--- config.mk ---
export PLATFORM = sky130hd
export DESIGN_NAME = debouncer_multi_flat
export DESIGN_NICKNAME = d
export VERILOG_FILES = /design/src/rtl/debouncer_multi_if.sv /design/src/rtl/debouncer_multi.sv /design/src/flat_wrapper.sv
export SDC_FILE = /design/constraint.sdc
export NUM_CORES = 1
export LEC_CHECK = 0
export ABC_AREA = 1
export BUFFER_PORTS_ARGS = -buffer_cell sky130_fd_sc_hd__buf_2
export CORE_UTILIZATION = 63
export CTS_CLUSTER_SIZE = 25
export DETAILED_ROUTE_END_ITERATION = 12
export GPL_TIMING_DRIVEN = 0
export PLACE_DENSITY = 0.81
export SETUP_SLACK_MARGIN = 0.3
export SLEW_MARGIN = 20
export SYNTH_ARGS = -nofsm -noshare
export SYNTH_HDL_FRONTEND = slang
export SYNTH_SLANG_ARGS = --single-unit
--- constraint.sdc ---
create_clock -name clk -period 1.85 [get_ports clk]
set_input_delay 0.185 -clock clk [delete_from_list [all_inputs] [get_ports clk]]
set_output_delay 0.185 -clock clk [all_outputs]
set_load 0.01 [all_outputs]
--- src/rtl/debouncer_multi_if.sv ---
// Pin-side bundle of the multi-channel debouncer: raw inputs plus debounced level and strobes.
// master drives the raw pins, slave is the debouncer itself.
interface debouncer_multi_if #(
    parameter int unsigned CHANNELS = 4
);
    logic [CHANNELS-1:0] btn_in;
    logic [CHANNELS-1:0] btn_out;
    logic [CHANNELS-1:0] btn_rise;
    logic [CHANNELS-1:0] btn_fall;
    logic [CHANNELS-1:0] btn_repeat;

    modport master (
        output btn_in,
        input  btn_out,
        input  btn_rise,
        input  btn_fall,
        input  btn_repeat
    );

    modport slave (
        input  btn_in,
        output btn_out,
        output btn_rise,
        output btn_fall,
        output btn_repeat
    );
endinterface

--- src/rtl/debouncer_multi.sv ---
// CHANNELS independent debouncers: 2-flop sync, stability counter, registered rise/fall strobes.
// Optional auto-repeat strobes while held are built only when DEBOUNCER_REPEAT_EN is defined.
module debouncer_multi #(
    parameter int unsigned CHANNELS       = 4,
    parameter int unsigned DEBOUNCE_COUNT = 12_500_000,
    parameter int unsigned CNT_WIDTH      = 24,
    parameter logic        RESET_LEVEL    = 1'b0,
    parameter int unsigned REPEAT_DELAY   = 50_000_000,
    parameter int unsigned REPEAT_PERIOD  = 10_000_000
) (
    input  logic              clk,
    input  logic              rst_n,
    debouncer_multi_if.slave  bus
);

    if (CHANNELS < 1 || DEBOUNCE_COUNT < 1 || REPEAT_DELAY < 1 || REPEAT_PERIOD < 1) begin : g_bad_param
        $error("debouncer_multi: CHANNELS, DEBOUNCE_COUNT and REPEAT_* must all be >= 1");
    end
    if ((64'd1 << CNT_WIDTH) <= 64'(DEBOUNCE_COUNT) - 64'd1) begin : g_bad_width
        $error("debouncer_multi: CNT_WIDTH too small for DEBOUNCE_COUNT");
    end

    localparam logic [CNT_WIDTH-1:0] CntLast = CNT_WIDTH'(DEBOUNCE_COUNT - 1);

    logic [CHANNELS-1:0] sync1_q, sync2_q;
    logic [CHANNELS-1:0] out_q, out_d;
    logic [CHANNELS-1:0] rise_q, rise_d;
    logic [CHANNELS-1:0] fall_q, fall_d;
    logic [CHANNELS-1:0] mismatch, accept;

    always_ff @(posedge clk or negedge rst_n) begin
        if (!rst_n) begin
            sync1_q <= '0;
            sync2_q <= '0;
        end else begin
            sync1_q <= bus.btn_in;
            sync2_q <= sync1_q;
        end
    end

    assign mismatch = sync2_q ^ out_q;

    for (genvar i = 0; i < CHANNELS; i++) begin : g_ch
        logic [CNT_WIDTH-1:0] cnt_q, cnt_d;

        assign accept[i] = mismatch[i] && (cnt_q == CntLast);

        // Any matching sample restarts the count; acceptance also clears it so it never wraps.
        always_comb begin
            cnt_d = cnt_q + 1'b1;
            if (!mismatch[i] || accept[i]) begin
                cnt_d = '0;
            end
        end

        always_ff @(posedge clk or negedge rst_n) begin
            if (!rst_n) begin
                cnt_q <= '0;
            end else begin
                cnt_q <= cnt_d;
            end
        end
    end

    assign out_d  = out_q ^ accept;
    assign rise_d = accept & sync2_q;
    assign fall_d = accept & ~sync2_q;

    always_ff @(posedge clk or negedge rst_n) begin
        if (!rst_n) begin
            out_q  <= {CHANNELS{RESET_LEVEL}};
            rise_q <= '0;
            fall_q <= '0;
        end else begin
            out_q  <= out_d;
            rise_q <= rise_d;
            fall_q <= fall_d;
        end
    end

    assign bus.btn_out  = out_q;
    assign bus.btn_rise = rise_q;
    assign bus.btn_fall = fall_q;

`ifdef DEBOUNCER_REPEAT_EN
    typedef enum logic [1:0] {StIdle, StDelay, StRepeat} rpt_state_e;

    localparam int unsigned RptMax = (REPEAT_DELAY > REPEAT_PERIOD) ? REPEAT_DELAY : REPEAT_PERIOD;
    localparam int unsigned RptW   = (RptMax > 1) ? $clog2(RptMax) : 1;
    localparam logic [RptW-1:0] DelayLast  = RptW'(REPEAT_DELAY - 1);
    localparam logic [RptW-1:0] PeriodLast = RptW'(REPEAT_PERIOD - 1);

    logic [CHANNELS-1:0] rep_vec;

    for (genvar i = 0; i < CHANNELS; i++) begin : g_rpt
        rpt_state_e     st_q, st_d;
        logic [RptW-1:0] rcnt_q, rcnt_d;
        logic           rep_q, rep_d;

        always_ff @(posedge clk or negedge rst_n) begin
            if (!rst_n) begin
                st_q   <= StIdle;
                rcnt_q <= '0;
                rep_q  <= 1'b0;
            end else begin
                st_q   <= st_d;
                rcnt_q <= rcnt_d;
                rep_q  <= rep_d;
            end
        end

        // Driven from rise_d/fall_d so the FSM moves in step with the registered strobes:
        // rcnt_q equals the cycle number counted from the btn_rise cycle.
        always_comb begin
            st_d   = st_q;
            rcnt_d = rcnt_q;
            if (fall_d[i]) begin
                st_d   = StIdle;
                rcnt_d = '0;
            end else begin
                unique case (st_q)
                    StIdle: begin
                        if (rise_d[i]) begin
                            st_d   = StDelay;
                            rcnt_d = '0;
                        end
                    end
                    StDelay: begin
                        if (rcnt_q == DelayLast) begin
                            st_d   = StRepeat;
                            rcnt_d = '0;
                        end else begin
                            rcnt_d = rcnt_q + 1'b1;
                        end
                    end
                    StRepeat: begin
                        if (rcnt_q == PeriodLast) begin
                            rcnt_d = '0;
                        end else begin
                            rcnt_d = rcnt_q + 1'b1;
                        end
                    end
                    default: begin
                        st_d   = StIdle;
                        rcnt_d = '0;
                    end
                endcase
            end
        end

        always_comb begin
            rep_d = 1'b0;
            if (!fall_d[i]) begin
                rep_d = ((st_q == StDelay) && (rcnt_q == DelayLast)) ||
                        ((st_q == StRepeat) && (rcnt_q == PeriodLast));
            end
        end

        assign rep_vec[i] = rep_q;
    end

    assign bus.btn_repeat = rep_vec;
`else
    assign bus.btn_repeat = '0;
`endif

endmodule
--- src/flat_wrapper.sv ---
// flat-port wrapper written by rule: the top's interface ports become plain ports
module debouncer_multi_flat 
#(
    parameter int unsigned CHANNELS       = 4,
    parameter int unsigned DEBOUNCE_COUNT = 12_500_000,
    parameter int unsigned CNT_WIDTH      = 24,
    parameter logic        RESET_LEVEL    = 1'b0,
    parameter int unsigned REPEAT_DELAY   = 50_000_000,
    parameter int unsigned REPEAT_PERIOD  = 10_000_000
)
  (clk, rst_n, bus_btn_in, bus_btn_out, bus_btn_rise, bus_btn_fall, bus_btn_repeat);
  debouncer_multi_if #(.CHANNELS(CHANNELS)) bus_i ();
  input  logic clk;
  input  logic rst_n;
  input wire logic [$bits(bus_i.btn_in)-1:0] bus_btn_in;
  output wire logic [$bits(bus_i.btn_out)-1:0] bus_btn_out;
  output wire logic [$bits(bus_i.btn_rise)-1:0] bus_btn_rise;
  output wire logic [$bits(bus_i.btn_fall)-1:0] bus_btn_fall;
  output wire logic [$bits(bus_i.btn_repeat)-1:0] bus_btn_repeat;
  assign bus_i.btn_in = bus_btn_in;
  assign bus_btn_out = bus_i.btn_out;
  assign bus_btn_rise = bus_i.btn_rise;
  assign bus_btn_fall = bus_i.btn_fall;
  assign bus_btn_repeat = bus_i.btn_repeat;
  debouncer_multi #(.CHANNELS(CHANNELS), .DEBOUNCE_COUNT(DEBOUNCE_COUNT), .CNT_WIDTH(CNT_WIDTH), .RESET_LEVEL(RESET_LEVEL), .REPEAT_DELAY(REPEAT_DELAY), .REPEAT_PERIOD(REPEAT_PERIOD)) u_core (.clk(clk), .rst_n(rst_n), .bus(bus_i));
endmodule
==> impl_results.md, run 1 <==
- DRC viols: 0
- Clock root buffer: clkbuf_8
- Post-route setup TNS: 0 ns
- Drt first-iter violations: between 400 and 500
- Final non-filler cell total: 1173
- GRT overflow: 0
- Clk pin slew, worst setup/hold paths: around 0.06 ns
- Crit Path Class: flip-flop to flip-flop
- Placer Congestion: 0.940
- Vias/cell: 5.30
- Input/output buffers: 17
- Dpl hpwl: 10600 um
- Initial antenna violation count: 0
- CP max stage delay: around 0.4 ns
- Number of cell rows: 37
- Synth Warn #: 0
- Overall routing resource usage: 0.302
- Final hold vios: 0
- RSZ-0062 raised after global routing: true
- Worst VDD drop: 0.000661 V
- Worst Clk Skew: 0.00575 ns
- WL per Instance: 13.8 um
- Initial Util: 0.650
- Synth unique cells: 22
- Slew at the pin with the worst max-slew slack: 0.519 ns
- Top delay family on crit path: simple AND/OR/NAND/NOR gates
- Die ar.: ~11000 um^2
- Diode count: 0
- Ratio of cells with drive above 1 in the final layout: 0.146
- Worst Path Required: about 2.3 ns
- Clock sink count: 116
- Max-cap violations: 0
- Overall Power: 6030 uW
- Status: finished clean
- CP Cell Sequence: ha_4 -> nand3_2 -> nor2_2 -> nand3_2 -> nand2_2 -> buf_6 -> nor2_1
- First-pass GRT wire length: 26300 um
- Vias: 6219
- Largest net degree at the start of global routing: 62
- Vias in the first global route: just under 6000
- Worst-skew pair later-pin latency: around 0.53 ns
- CTS HTree Levels: 4
- Hold crit path type: primary input to async pin
- DP Cell Count: 1118
- Final WS setup: 0.350 ns
- I/O Pins: 22
- CTS Buf Count: 17
- Cells after synthesis: just under 1000
- Leak pwr: between 0.003 and 0.004 uW
- Startpoint types: flip-flop
- Syn avg cell area: 7.01 um^2
- Critical-path top delay cell: dfrtp_2
- PD cells: 747 nW/um^2
- TritonCTS clock tree: done
- Pre-CTS WS: 0.0903 ns
- Deepest clock path buffer count: 2
- Final worst path period share: 0.811
- Core ar.: around 10000 um^2
- Fmax: around 0.67 GHz
- Register area share after synthesis: 0.431
- Area delta synth->final: 19.9%
- Endpoints failing setup: 0
- Crit-path max FO: 10
- Final net count: 1034
- Fin crit period: 1.50 ns
- Final ANT Viol Nets: 0
- Post-Syn Area: 6740 um^2
- Yosys reg bits: 116
- Crit path buffers/inverters: 1
- Arrival @ worst endpoint: 1.91 ns
- Chip height: 105 um
- CP most frequent cell: nand3_2
- CP endpoint kind: flip-flop
- Final Max Slew Viols: 0
- Detailed Route WL: between 15000 and 20000 um
- Relative slew slack: 0.654
- TritonRoute pass-1 iters: 5
- Die X: around 110 um
==> final timing paths <==
check	end	depth (start not counted)	slack, ns	startpoint
hold reg to reg	u_core.sync2_q[2]	0	0.35	u_core.sync1_q[2]
hold / removal	u_core.g_ch[2].cnt_q[5]	2	0.20	rst_n
min in group clk	u_core.sync1_q[3]	2	0.29	bus_btn_in[3]
setup / recovery	u_core.g_ch[0].cnt_q[6]	7	0.35	u_core.g_ch[0].cnt_q[0]
max in group asynchronous	u_core.g_ch[3].cnt_q[13]	3	0.98	rst_n
setup reg to reg	u_core.g_ch[0].cnt_q[6]	7	0.35	u_core.g_ch[0].cnt_q[0]
==> registers in the layout (all words and copies together), names as in the netlist, named ones only <==
| signal | cells |
|---|---|
| u_core.bus.btn_fall | 4 |
| u_core.sync2_q | 4 |
| u_core.bus.btn_rise | 4 |
| u_core.sync1_q | 4 |
| u_core.g_ch.cnt_q | 96 |
==> stage by stage <==
step / hold slack, ns / instance area (um^2) / util
after floorplan: -0.111 / 6750 / -
after global placement: 0.294 / 7010 / 0.676
after detailed placement: 0.177 / 7040 / 0.679
after CTS: 0.185 / 7810 / 0.753
after global routing: 0.245 / 8080 / 0.779
final: 0.200 / 8080 / 0.779
==> Yosys cell counts <==
library cell	count	area (um^2)
and2_1	4	25.0
buf_4	8	60.1
buf_6	4	45.0
conb_1	1	3.75
dfrtp_1	116	2900
ha_1	4	50.1
inv_1	102	383
nand2_1	272	1020
nand2_2	12	75.1
nand2_4	1	11.3
nand3_1	72	360
nand3_2	1	10.0
nand3b_1	3	22.5
nand4_1	22	138
nor2_1	255	957
nor2_2	11	68.8
nor2_4	3	33.8
nor3_1	4	20.0
o21ai_0	3	15.0
o21bai_1	12	90.1
xnor2_1	10	87.6
xor2_1	41	359
==> kinds of logic after synthesis <==
logic type      after synthesis  share of synthesized area
flops                       116                      0.431
compound gates               15                     0.0156
fa+ha+maj                     4                    0.00743
buf+inv                     114                     0.0724
other cells                   1                   0.000556
simple gates                660                      0.407
xor+xnor                     51                     0.0663
==> layout make-up <==
cell class                 instances  area [um^2]
clock inverter                    13          133
fill                             770         2290
multi-input combinational        734         3590
inverter                         102          383
sequential                       116         2910
buffer                            12          128
clock buffer                      19          432
tap                              136          170
timing repair buffer              41          339
==> worst register-to-register path, cell delays in order (launching register included) <==
cell	delay (ns)
dfrtp_2	0.41
ha_4	0.18
nand3_2	0.13
nor2_2	0.16
nand3_2	0.12
nand2_2	0.15
buf_6	0.16
nor2_1	0.06
==> power breakdown <==
group          leakage [uW]  internal (uW)  switching, uW  total (uW)
registers           0.00159           2570           34.7        2600
logic               0.00159            112            153         265
clock network      0.000270           1940           1220        3160
==> placed cells by master, fill, tap and decap left out, types with 5 or more instances in the layout <==
| cell type | netlist | layout |
|---|---|---|
| nand2_1 | 272 | 267 |
| nor2_1 | 255 | 232 |
| dfrtp_1 | 116 | 112 |
| inv_1 | 102 | 100 |
| nand3_1 | 72 | 66 |
| xor2_1 | 41 | 41 |
| nor2_2 | 11 | 24 |
| nand4_1 | 22 | 22 |
| buf_4 | 8 | 20 |
| clkbuf_16 | 0 | 18 |
| buf_2 | 0 | 16 |
| nand2_2 | 12 | 15 |
| nor2_4 | 3 | 13 |
| o21bai_1 | 12 | 12 |
| xnor2_1 | 10 | 10 |
| buf_6 | 4 | 7 |
| nand3_2 | 1 | 6 |
| clkinv_2 | 0 | 5 |
| dlygate4sd3_1 | 0 | 5 |
==> what timing repair did <==
| action | 4_1_cts | 5_1_grt |
|---|---|---|
| gates resized for setup | 18 | 50 |
| cloned | 0 | 2 |
| pin swaps | 5 | 12 |
| setup endpoints to repair | 91 | 94 |
| buffers inserted | 11 | 5 |
| endpoints found under the hold margin | 59 | 0 |
| hold buffers | 5 | 0 |
==> per-layer routing <==
layer | global-route usage | part of all wire
met5 | 0 | 0
met4 | 0.143 | 0.032
met3 | 0.0662 | 0.056
met2 | 0.500 | 0.48
met1 | 0.377 | 0.43
Note: power is estimated with default switching activity, not from simulation.
==> run 2, diff against run 1 <==
- ABC_AREA: 1 -> 0
- CORE_UTILIZATION: 63 -> 62
- PLACE_DENSITY: 0.81 -> 0.8
- clock period: 1.85 -> 1.4 ns (I/O delays scaled with it)
==> impl_results.md, run 2 <==
- Failed at: global routing
- Largest cells by area after synthesis: dfrtp_1 52%, xnor2_1 5.2%, nor2_1 4.0%
- Yosys top cell area share: 0.521
- CTS Buf Count: 17
- Placer Congestion: between 0.8 and 0.9
- Chip height: 96.8 um
- Register area share after synthesis: 0.521
- Status: did not finish
- Cells after synthesis: 552
- Clock sink count: roughly 120
- Largest net degree at the start of global routing: a little under 80
- Commonest cells post-synth: 116 x dfrtp_1, 59 x nor2_1, 38 x a21oi_1
- CTS HTree Levels: 4
- FFs w/ async S/R, synth: 1.00
- Post-Syn Area: approximately 5600 um^2
- Initial Util: 0.639
- Yosys reg bits: 116
- I/O Pins: 22
- Number of enable flip-flop cells after synthesis: 0
- Synth area leader: dfrtp_1
- Clock root buffer: clkbuf_8
- Worst ep type: register data pin
- Err: [ERROR DPL-0038] Utilization greater than 100%, impossible to legalize
- Most common cell in the synthesized netlist: dfrtp_1
- Worst EP post-GRT repair: u_core.g_ch[2].cnt_q[22]$_DFF_PN0_/D
- Post-synth top flop: dfrtp_1
- Synth unique cells: 37
- Synth Warn #: 0
- Number of cell rows: 34
- Dpl hpwl: 7630 um
- Deepest clock path buffer count: 2
- Input/output buffers: 17
- Syn avg cell area: 10.1 um^2
- Die X: 96.8 um
[run 2: cell types whose count changed after synthesis, moves of 23 or more]
| cell | change |
|---|---|
| nor2_1 | -196 |
| nand2_1 | -241 |
| inv_1 | -91 |
| xnor2_1 | +23 |
| a21oi_1 | +38 |
| or4_1 | +24 |
| nand3_1 | -42 |
[run 2: logic make-up after synthesis]
group	after synthesis	share of synthesized area
AOI/OAI and AO/OA	84	0.0920
adders and majority gates	4	0.00898
DFF	116	0.521
buffers and inverters	34	0.0278
muxes	4	0.00808
xor gates and xnor gates	52	0.0817
and+or+nand+nor	257	0.260
other	1	0.000672
[run 2: what timing repair did]
item,4_1_cts
pin swaps,41
cloned,9
hold buffers,5
gates resized for setup,106
endpoints found under the hold margin,120
setup endpoints to repair,120
buffers inserted,87
[run 2: per-stage QoR]
step / area (um^2) / setup WS [ns] / cells
after floorplan: 5940 / -0.421 / 555
after global placement: 6160 / -1.34 / 680
after detailed placement: 6190 / -0.610 / 681
after CTS: 7960 / -0.537 / 814
==> run 3, diff against run 2 <==
- CORE_UTILIZATION: 62 -> 40
- CTS_CLUSTER_SIZE: 25 -> not set
- PLACE_DENSITY: 0.8 -> not set
- PLACE_DENSITY_LB_ADDON: not set -> 0.15
- SETUP_SLACK_MARGIN: 0.3 -> not set
==> impl_results.md, run 3 <==
- Number of cell rows: 42
- Final Max Slew Viols: 0
- Stages on the worst setup path: 6
- Final net count: 730
- Ratio of cells with drive above 1 in the final layout: 0.551
- Die ar.: 14400 um^2
- Cells after synthesis: approximately 550
- DP Cell Count: 749
- CTS Buf Count: 17
- Design area: a little under 9000 um^2
- Detailed Route WL: 14700 um
- Final ANT Viol Nets: 0
- Final WS setup: -0.480 ns
- Largest net degree at the start of global routing: 68
- TritonRoute pass-1 iters: 4
- CTS HTree Levels: 4
- Hold crit path type: primary input to async pin
- Final worst path period share: 1.34
- I/O Pins: 22
- TritonCTS clock tree: done
- First-pass GRT wire length: 22900 um
- Vias in the first global route: between 4000 and 5000
- Register area share after synthesis: 0.521
- Sequential cell area: 2930 um^2
- Critical-path top delay cell: or4_4
- Most frequent cells in the layout: 100 x buf_4, 92 x dfrtp_1, 42 x nor2_2
- Worst Path Required: 1.71 ns
- Diode count: 0
- Arrival @ worst endpoint: 2.19 ns
- Clock root buffer: clkbuf_16
- Max-cap violations: 0
- Die X: about 120 um
- Placer Congestion: 0.791
- Filler cells: 1014
- CP max stage delay: 0.57 ns
- GRT overflow: 0
- Crit-path max FO: 6
- Leading cell type in the layout, fill and taps excluded: buf_4
- Endpoints failing setup: 106
- Yosys top cell area share: 0.521
- Initial antenna violation count: 0
- Worst Clk Skew: 0.0151 ns
- WL per Instance: 16.2 um
- Core Util, Final: 0.652
- Crit Path Class: flip-flop to flip-flop
- Vias/cell: 5.46
- Most common cell in the synthesized netlist: dfrtp_1
- Multi-input logic area: ~3400 um^2
- CP endpoint kind: flip-flop
- Largest reg by FF count: u_core.g_ch.cnt_q
- Synth Warn #: 0
- Synth unique cells: 37
- Post-route setup TNS: -39.01 ns
- Syn avg cell area: slightly above 10 um^2
- PD cells: 955 nW/um^2
- Status: finished with violations
- Startpoint types: flip-flop
- Core ar.: 13400 um^2
- Dpl hpwl: 7420 um
- Fin crit period: 1.88 ns
- Input/output buffers: 17
- Clock sink count: 116
- Synth area leader: dfrtp_1
- Post-Syn Area: roughly 5600 um^2
- Largest cells by area after synthesis: dfrtp_1 52%, xnor2_1 5.2%, nor2_1 4.0%
- Area delta synth->final: 56.6%
- Initial Util: 0.416
- CP Cell Sequence: buf_4 -> ha_4 -> nand4_4 -> buf_4 -> or4_4 -> mux2_2
- RSZ-0062 raised after global routing: true
- Chip height: 120 um
- Worst r2r path cells: 6
- FFs w/ async S/R, synth: 1.00
- Placement Cell Area: 6270 um^2
- Post-synth top flop: dfrtp_1
- Deepest clock path buffer count: 2
- Drt first-iter violations: ~300
- DRC viols: 0
- Clk pin slew, worst setup/hold paths: ~0.06 ns
- Max reg flops: 96
- Fmax: 0.532 GHz
- Leak pwr: 0.00349 uW
- R2r setup slk: -0.48 ns
- Yosys reg bits: 116
- Number of enable flip-flop cells after synthesis: 0
- Crit path buffers/inverters: 2
- Failing checks: negative setup slack
- CP most frequent cell: buf_4
- Worst-skew pair later-pin latency: between 0.4 and 0.5 ns
- Vias: just under 5000
- Top delay family on crit path: simple AND/OR/NAND/NOR gates
- Commonest cells post-synth: 116 x dfrtp_1, 59 x nor2_1, 38 x a21oi_1
- Worst VDD drop: approximately 0.00086 V
- Final hold vios: 0
- Final non-filler cell total: 909
- Overall routing resource usage: 0.202
[run 3: cell counts after synthesis]
Identical to the previous run, type by type.
[run 3: power breakdown]
group | internal (uW) | total (uW) | switching [uW]
clock | 2820 | 4410 | 1590
combinational | 232 | 472 | 240
sequential | 3400 | 3450 | 53.5
total | 6450 | 8340 | 1890
[run 3: metrics by stage]
stage                     power [uW]  setup WS (ns)  hold WS, ns
after global placement          3740          -1.52        0.249
after floorplan                 3630         -0.421       -0.156
after CTS                       8290         -0.489        0.254
after detailed placement        3760         -0.591        0.125
final                           8340         -0.480        0.236
after global routing            8630         -0.580        0.285
[run 3: cell type report]
cell class / instances / area share
clock buffer: 18 / 0.0503
timing repair buffer: 150 / 0.146
multi-input combinational: 405 / 0.393
inverter: 11 / 0.00473
tap: 176 / 0.0252
buffer: 19 / 0.0264
sequential: 116 / 0.336
clock inverter: 14 / 0.0185
[run 3: what timing repair did]
| action | in CTS | in global routing |
|---|---|---|
| gates resized for setup | 98 | 145 |
| cloned | 9 | 1 |
| pin swaps | 36 | 43 |
| setup buffers | 71 | 46 |
| setup endpoints to repair | 106 | 106 |
| hold buffers | 5 | 0 |
| endpoints found under the hold margin | 53 | 0 |
[run 3: cell families (layout without fill, tap and decap cells)]
family	count (synthesis)	after routing	share of synthesized area
other	1	4	0.000672
xor gates and xnor gates	52	52	0.0817
and+or+nand+nor	257	257	0.260
DFF	116	116	0.521
buffers and inverters	34	212	0.0278
muxes	4	4	0.00808
AOI/OAI and AO/OA	84	84	0.0920
adders and majority gates	4	4	0.00898
[run 3: path summary, 6_finish.rpt]
| check | from | endpoint |
|---|---|---|
| min in group clk | u_core.sync1_q[2] | u_core.sync2_q[2] |
| hold reg to reg | u_core.sync1_q[2] | u_core.sync2_q[2] |
| max in group asynchronous | rst_n | u_core.g_ch[1].cnt_q[1] |
| setup / recovery | u_core.g_ch[0].cnt_q[1] | flip-flop |
| hold / removal | rst_n | u_core.g_ch[0].cnt_q[2] |
| setup reg to reg | u_core.g_ch[0].cnt_q[1] | flip-flop |
[run 3: routing by layer]
layer / part of all wire / vias up / track usage / routed length, um
met5: 0 / - / 0 / 0
li1: - / 2348 / - / -
met1: 0.44 / 2519 / 0.256 / 6390
met4: 0.013 / 0 / 0.0797 / 189
met2: 0.52 / 79 / 0.328 / 7640
met3: 0.031 / 19 / 0.0513 / 459
